File: src/rtl/neopixel_pkg.sv
// Shared NeoPixel (WS2812) timing constants, ns-to-cycle threshold helpers,
// and the receiver state encoding.
package neopixel_pkg;

    // Nominal WS2812 waveform, also used by the transmitter.
    localparam int T0H_NS    = 400;
    localparam int T1H_NS    = 800;
    localparam int TBIT_NS   = 1250;
    localparam int TRESET_NS = 50000;

    // Receiver classification windows.
    localparam int TMIN_NS   = 100;
    localparam int TSPLIT_NS = 600;
    localparam int TMAX_NS   = 1200;

    typedef enum logic [1:0] {
        ST_SYNC,
        ST_IDLE,
        ST_HIGH,
        ST_LOW
    } rx_state_e;

    function automatic int ns_to_cycles(input longint freq_hz, input int ns);
        return int'((freq_hz * longint'(ns)) / longint'(1000000000));
    endfunction

    function automatic int reset_cycles(input longint freq_hz, input int sim_mode);
        int c;
        c = ns_to_cycles(freq_hz, TRESET_NS);
        return (sim_mode != 0) ? c / 10 : c;
    endfunction

endpackage

File: src/rtl/neopixel_pulse_meter.sv
// Synchronises the serial line, detects edges and measures high/low run lengths.
// Emits fall with the high length, and a one-shot gap when the line has been low T_RESET cycles.
module neopixel_pulse_meter
    import neopixel_pkg::*;
#(
    parameter int T_MAX   = 60,
    parameter int T_RESET = 2500,
    parameter int CNT_W   = 12
) (
    input  logic             axi_clock,
    input  logic             axi_resetn,
    input  logic             line_in,
    output logic             rise,
    output logic             fall,
    output logic             gap,
    output logic [CNT_W-1:0] high_cycles
);

    localparam logic [CNT_W-1:0] HIGH_SAT  = CNT_W'(T_MAX + 1);
    localparam logic [CNT_W-1:0] RESET_CNT = CNT_W'(T_RESET);

    logic             sync1_q, sync1_d;
    logic             sync2_q, sync2_d;
    logic             line_q, line_d;
    logic [CNT_W-1:0] high_cnt_q, high_cnt_d;
    logic [CNT_W-1:0] low_cnt_q, low_cnt_d;
    logic             gap_q, gap_d;

    always_comb begin
        sync1_d    = line_in;
        sync2_d    = sync1_q;
        line_d     = sync2_q;
        high_cnt_d = '0;
        low_cnt_d  = '0;
        if (sync2_q) begin
            high_cnt_d = (high_cnt_q == HIGH_SAT) ? HIGH_SAT : high_cnt_q + CNT_W'(1);
        end else begin
            low_cnt_d = (low_cnt_q == RESET_CNT) ? RESET_CNT : low_cnt_q + CNT_W'(1);
        end
        // Fires once, on the cycle the low counter first reaches T_RESET.
        gap_d = (low_cnt_d == RESET_CNT) && (low_cnt_q != RESET_CNT);
    end

    always_ff @(posedge axi_clock or negedge axi_resetn) begin
        if (!axi_resetn) begin
            sync1_q    <= 1'b0;
            sync2_q    <= 1'b0;
            line_q     <= 1'b0;
            high_cnt_q <= '0;
            low_cnt_q  <= '0;
            gap_q      <= 1'b0;
        end else begin
            sync1_q    <= sync1_d;
            sync2_q    <= sync2_d;
            line_q     <= line_d;
            high_cnt_q <= high_cnt_d;
            low_cnt_q  <= low_cnt_d;
            gap_q      <= gap_d;
        end
    end

    assign rise        = sync2_q & ~line_q;
    assign fall        = ~sync2_q & line_q;
    assign gap         = gap_q;
    assign high_cycles = high_cnt_q;

endmodule

File: src/rtl/neopixel_receiver.sv
// WS2812 stream decoder: classifies high pulses into bits, assembles 24-bit pixels
// and closes frames on the latch gap, aborting on out-of-window pulses.
module neopixel_receiver
    import neopixel_pkg::*;
#(
    parameter int C_FREQ_HZ  = 50000000,
    parameter int C_PIXELS   = 12,
    parameter int C_SIM_MODE = 0
) (
    input  logic        axi_clock,
    input  logic        axi_resetn,
    input  logic        neopixel_in,
    output logic        pixel_valid,
    output logic [31:0] pixel_address,
    output logic [31:0] pixel_data,
    output logic        frame_done,
    output logic [15:0] frame_pixels,
    output logic [2:0]  frame_status
);

    localparam int T_MIN   = ns_to_cycles(longint'(C_FREQ_HZ), TMIN_NS);
    localparam int T_SPLIT = ns_to_cycles(longint'(C_FREQ_HZ), TSPLIT_NS);
    localparam int T_MAX   = ns_to_cycles(longint'(C_FREQ_HZ), TMAX_NS);
    localparam int T_RESET = reset_cycles(longint'(C_FREQ_HZ), C_SIM_MODE);
    localparam int CNT_W   = $clog2(ns_to_cycles(longint'(C_FREQ_HZ), TRESET_NS) + 1);

    localparam logic [CNT_W-1:0] MIN_C   = CNT_W'(T_MIN);
    localparam logic [CNT_W-1:0] SPLIT_C = CNT_W'(T_SPLIT);
    localparam logic [CNT_W-1:0] MAX_C   = CNT_W'(T_MAX);

    logic             rise, fall, gap;
    logic [CNT_W-1:0] high_cycles;

    neopixel_pulse_meter #(
        .T_MAX   (T_MAX),
        .T_RESET (T_RESET),
        .CNT_W   (CNT_W)
    ) u_meter (
        .axi_clock   (axi_clock),
        .axi_resetn  (axi_resetn),
        .line_in     (neopixel_in),
        .rise        (rise),
        .fall        (fall),
        .gap         (gap),
        .high_cycles (high_cycles)
    );

    rx_state_e   state_q, state_d;
    logic [4:0]  bit_cnt_q, bit_cnt_d;
    logic [15:0] pix_cnt_q, pix_cnt_d;
    logic        ovf_q, ovf_d;
    logic [23:0] shift_q, shift_d;
    logic        pixel_valid_q, pixel_valid_d;
    logic [31:0] pixel_address_q, pixel_address_d;
    logic [31:0] pixel_data_q, pixel_data_d;
    logic        frame_done_q, frame_done_d;
    logic [15:0] frame_pixels_q, frame_pixels_d;
    logic [2:0]  frame_status_q, frame_status_d;

    always_comb begin
        state_d         = state_q;
        bit_cnt_d       = bit_cnt_q;
        pix_cnt_d       = pix_cnt_q;
        ovf_d           = ovf_q;
        shift_d         = shift_q;
        pixel_valid_d   = 1'b0;
        pixel_address_d = pixel_address_q;
        pixel_data_d    = pixel_data_q;
        frame_done_d    = 1'b0;
        frame_pixels_d  = frame_pixels_q;
        frame_status_d  = frame_status_q;

        case (state_q)
            ST_SYNC: begin
                if (gap) begin
                    state_d = ST_IDLE;
                end
            end
            ST_IDLE: begin
                if (rise) begin
                    state_d   = ST_HIGH;
                    bit_cnt_d = '0;
                    pix_cnt_d = '0;
                    ovf_d     = 1'b0;
                end
            end
            ST_HIGH: begin
                if (fall) begin
                    if (high_cycles < MIN_C || high_cycles > MAX_C) begin
                        frame_done_d   = 1'b1;
                        frame_pixels_d = pix_cnt_q;
                        frame_status_d = {ovf_q, 1'b0, 1'b1};
                        state_d        = ST_SYNC;
                    end else begin
                        shift_d = {shift_q[22:0], (high_cycles >= SPLIT_C)};
                        state_d = ST_LOW;
                        if (bit_cnt_q == 5'd23) begin
                            bit_cnt_d = '0;
                            if (pix_cnt_q < 16'(C_PIXELS)) begin
                                pixel_valid_d   = 1'b1;
                                pixel_address_d = 32'(pix_cnt_q);
                                pixel_data_d    = {8'h00, shift_d};
                                pix_cnt_d       = pix_cnt_q + 16'd1;
                            end else begin
                                ovf_d = 1'b1;
                            end
                        end else begin
                            bit_cnt_d = bit_cnt_q + 5'd1;
                        end
                    end
                end
            end
            ST_LOW: begin
                if (gap) begin
                    frame_done_d   = 1'b1;
                    frame_pixels_d = pix_cnt_q;
                    frame_status_d = {ovf_q, (bit_cnt_q != 5'd0), 1'b0};
                    state_d        = ST_IDLE;
                end
                // A rise coinciding with the gap starts the next frame straight away.
                if (rise) begin
                    state_d = ST_HIGH;
                    if (gap) begin
                        bit_cnt_d = '0;
                        pix_cnt_d = '0;
                        ovf_d     = 1'b0;
                    end
                end
            end
            default: state_d = ST_SYNC;
        endcase
    end

    always_ff @(posedge axi_clock or negedge axi_resetn) begin
        if (!axi_resetn) begin
            state_q         <= ST_SYNC;
            bit_cnt_q       <= '0;
            pix_cnt_q       <= '0;
            ovf_q           <= 1'b0;
            shift_q         <= '0;
            pixel_valid_q   <= 1'b0;
            pixel_address_q <= '0;
            pixel_data_q    <= '0;
            frame_done_q    <= 1'b0;
            frame_pixels_q  <= '0;
            frame_status_q  <= '0;
        end else begin
            state_q         <= state_d;
            bit_cnt_q       <= bit_cnt_d;
            pix_cnt_q       <= pix_cnt_d;
            ovf_q           <= ovf_d;
            shift_q         <= shift_d;
            pixel_valid_q   <= pixel_valid_d;
            pixel_address_q <= pixel_address_d;
            pixel_data_q    <= pixel_data_d;
            frame_done_q    <= frame_done_d;
            frame_pixels_q  <= frame_pixels_d;
            frame_status_q  <= frame_status_d;
        end
    end

    assign pixel_valid   = pixel_valid_q;
    assign pixel_address = pixel_address_q;
    assign pixel_data    = pixel_data_q;
    assign frame_done    = frame_done_q;
    assign frame_pixels  = frame_pixels_q;
    assign frame_status  = frame_status_q;

endmodule

File: config.mk
export PLATFORM = sky130hd
export DESIGN_NAME = neopixel_receiver
export DESIGN_NICKNAME = d
export VERILOG_FILES = /design/src/rtl/neopixel_pkg.sv /design/src/rtl/neopixel_pulse_meter.sv /design/src/rtl/neopixel_receiver.sv
export SDC_FILE = /design/constraint.sdc
export NUM_CORES = 1
export LEC_CHECK = 0
export BUFFER_PORTS_ARGS = -buffer_cell sky130_fd_sc_hd__buf_2
export CORE_ASPECT_RATIO = 1.75
export CORE_MARGIN = 2
export CORE_UTILIZATION = 40
export DETAILED_ROUTE_END_ITERATION = 16
export PLACE_DENSITY = 0.63
export SYNTH_ARGS = -nofsm -noshare
export SYNTH_HDL_FRONTEND = slang
export SYNTH_SLANG_ARGS = --single-unit
export TNS_END_PERCENT = 20
File: constraint.sdc
create_clock -name axi_clock -period 5 [get_ports axi_clock]
set_clock_uncertainty 0.15 [all_clocks]
set_input_delay 0.75 -clock axi_clock [delete_from_list [all_inputs] [get_ports axi_clock]]
set_output_delay 0.75 -clock axi_clock [all_outputs]
set_load 0.05 [all_outputs]
==> results by group <==
Yosys
  • Number of distinct library cells after synthesis: 57
  • FFs w/ async S/R, synth: 100%
  • Post-synthesis sequential element count: 136
  • Portion of the post-synthesis area used by sequential elements: 57.7%
  • Post-synthesis cell type with the largest combined area: dfrtp_1
  • Post-synth top cells: dfrtp_1 (136), mux2_2 (64), and2_1 (27), nand2_1 (27), buf_4 (26)
  • Area share of the largest cell type after synthesis: 57.7%
  • Number of standard cells after synthesis: 470
  • EDFF count, synth: 0
  • Post-synth top flop: dfrtp_1
  • Most numerous cell in the Yosys netlist: dfrtp_1
  • Total standard cell area after synthesis: 0.00590 mm²
  • Top post-synthesis cells by area: dfrtp_1 (58%), mux2_2 (12%), buf_4 (3.3%), and2_1 (2.9%), ha_1 (1.9%)
  • Average cell area after synthesis: approximately 13 µm²
  • Yosys Warn Count: 0

Placed design
  • Placer's final routability congestion estimate: 0.818
  • Detailed placer's ending HPWL: 7.22 mm
  • Count of buffers inserted at the top-level ports: 63
  • Worst slack, placed: 2.32 ns

Clocking
  • Gates resized, CTS repair: 0
  • Clock latency of the later-clocked register in the worst-skew pair: 0.41 ns
  • Clock sinks: approximately 140
  • CTS Buf Count: 17
  • Clk buf depth: 2
  • Setup Buffers After CTS: 0
  • Post-CTS Hold Buffers: 0
  • Clock transition at the register clock pins on the worst setup and hold paths after CTS: 0.06 ns
  • TritonCTS clock tree: yes
  • Root buffer cell: clkbuf_16
  • CTS H-tree depth: 4

Routing
  • Count of nets left with antenna violations after detail routing: 0
  • DR DRC count: 0
  • Post-Route WL: 10.6 mm
  • Number of search-and-repair iterations in the first detailed-routing pass: 4
  • Via total after detailed routing: 3692
  • Drt initial violations: 126
  • Average wire length per cell after detail routing: around 15 µm
  • Detailed-route vias per instance: 5.05

Run
  • Number of maximum-capacitance constraint violations: 0

Timing
  • Max Transition Viols Final: 0
  • Hold Vio Cnt, Final: 0
  • Fin crit share: a little over half
  • Count of final setup violators: 0
  • Transition time at the pin with the least slew margin: 1.01 ns
  • Setup TNS: 0 ns
  • Post-layout minimum cycle time: 2.69 ns
  • Worst setup margin: between 2 and 2.5 ns
  • Setup repair after global routing missed its margin: false
  • Worst-case headroom to the max-slew limit: between 30% and 40%
  • Tightest hold margin: 0.210 ns
  • Fmax: 372 MHz

Floorplan
  • Die Y-Extent: 165 µm
  • Die width: ~96 µm
  • Top-level port count: 88
  • Initial core utilization: 41.1%
  • Placeable core region: 0.0144 mm²
  • Standard-cell row count: 58
  • DIE AREA: ~0.016 mm²

Status
  • Status: finished, final reports clean

Setup path
  • Worst endpoint required time: between 5 and 6 ns
  • Startpoint class of the critical path: register
  • CP arrival: 2.83 ns
  • Type of the setup path with the least slack: register to register
  • Worst setup EP type: register
  • Maximum net fanout on the critical path: 41

Power
  • Peak supply drop: 237 µV
  • Pwr dens: 375 mW/mm²
  • Total leakage power: ~3.6 nW

Global routing
  • Global-route wire length before repair: 17.5 mm
  • GR Util All Layers: 14.4%
  • Number of global-route vias before repair: 3750
  • Antenna violations before repair: 0
  • Largest net degree at the start of global routing: 95
  • GR Overflow Total: 0

Final layout
  • Antenna diode count: 0
  • Number of nets at the end of the flow: 550
  • Synth-to-layout area growth: 17.1%
  • Share of final-layout standard cells stronger than drive strength 1: a little under a third

Worst hold path
  • Kind of path behind the tightest hold check: register to register
-- layer usage --
metal	vias to the layer above	GRT usage [%]	routed length [µm]
met5	-	0	0
met4	0	6.04	174
met3	18	4.70	538
met2	95	24.7	5730
met1	1857	16.2	4190
li1	1722	-	-
-- area by class of cell --
| cell class | count | area [µm²] |
|---|---|---|
| inverter | 14 | 52.6 |
| fill | 1294 | 7460 |
| clock inverter | 9 | 184 |
| multi-input combinational | 304 | 2220 |
| tap | 180 | 225 |
| sequential | 136 | 3400 |
| timing repair buffer | 65 | 337 |
| clock buffer | 23 | 488 |
-- where the power goes --
group / internal, mW / total (mW) / switching [mW]
logic: 0.0103 / 0.0805 / 0.0702
clock network: 0.943 / 1.39 / 0.450
registers: 1.11 / 1.12 / 0.00902
-- sequential cells by signal, summed over array words and instances (netlist names) --
register             count
u_meter.gap              1
frame_status             3
pixel_data              24
u_meter.low_cnt_q       12
pixel_address           16
frame_pixels            16
pixel_valid              1
u_meter.line_q           1
frame_done               1
bit_cnt_q                5
ovf_q                    1
state_q                  2
u_meter.sync1_q          1
shift_q                 23
pix_cnt_q               16
u_meter.high_cycles     12
u_meter.line_d           1
-- worst paths after layout --
kind	start	cells after the start	slack, ns	to
hold / removal	u_meter.sync1_q$_DFF_PN0_	0	0.21	u_meter.line_d$_DFF_PN0_
min in group asynchronous	axi_resetn	1	0.22	pixel_data[9]$_DFFE_PN0P_
setup reg to reg	u_meter.high_cycles[0]$_DFF_PN0_	8	2.31	pixel_data[3]$_DFFE_PN0P_
max in group asynchronous	axi_resetn	2	3.41	u_meter.low_cnt_q[7]$_DFF_PN0_
setup / recovery	u_meter.high_cycles[0]$_DFF_PN0_	8	2.31	pixel_data[3]$_DFFE_PN0P_
hold reg to reg	u_meter.sync1_q$_DFF_PN0_	0	0.21	u_meter.line_d$_DFF_PN0_
-- worst max-delay path: stages, from the launching register on --
cell and delay, ns:
dfrtp_1 0.44, inv_1 0.12, ha_1 0.20, nand2b_1 0.15, a2bb2oi_2 0.19, and3_1 0.17, buf_4 0.33, nand2_4 0.36
mux2_1 0.42
-- layout by cell type (no fill, tap or decap), drive strengths merged, types with 2 or more instances in the layout --
cell	n
dfrtp	136
mux2	69
buf	65
nand2	28
and2	27
nor2	26
conb	24
clkbuf	23
inv	16
nand3	13
o21ai	11
xnor2	9
ha	9
a21oi	8
nand4	8
xor2	7
nand2b	6
and3	6
nor4	5
bufinv	5
nor3	5
a21boi	4
nand4b	3
nand3b	3
or3	3
o21a	2
mux2i	2
a31oi	2
and4	2
o22ai	2
o2bb2ai	2
-- logic make-up (layout without fill, tap and decap cells) --
family	after synthesis	in the layout	synth area share, %
fa+ha+maj	9	9	1.91
compound gates	41	41	5.03
xor+xnor	16	16	2.37
buf+inv	53	111	6.17
simple gates	143	143	13.3
mux	71	71	13.5
flops	136	136	57.7
other cells	1	24	0.0636
-- stage by stage --
step / total power, mW / cell area (µm²) / util, % / std cells
3_3_place_gp: 1.21 / 6240 / 43.4 / 699
2_1_floorplan: 1.20 / 5990 / - / 493
4_1_cts: 2.62 / 6910 / 48.1 / 731
3_5_place_dp: 1.22 / 6240 / 43.4 / 699
6_report: 2.59 / 6910 / 48.1 / 731
5_1_grt: 2.68 / 6910 / 48.1 / 731
(Power assumes the default switching activity.)
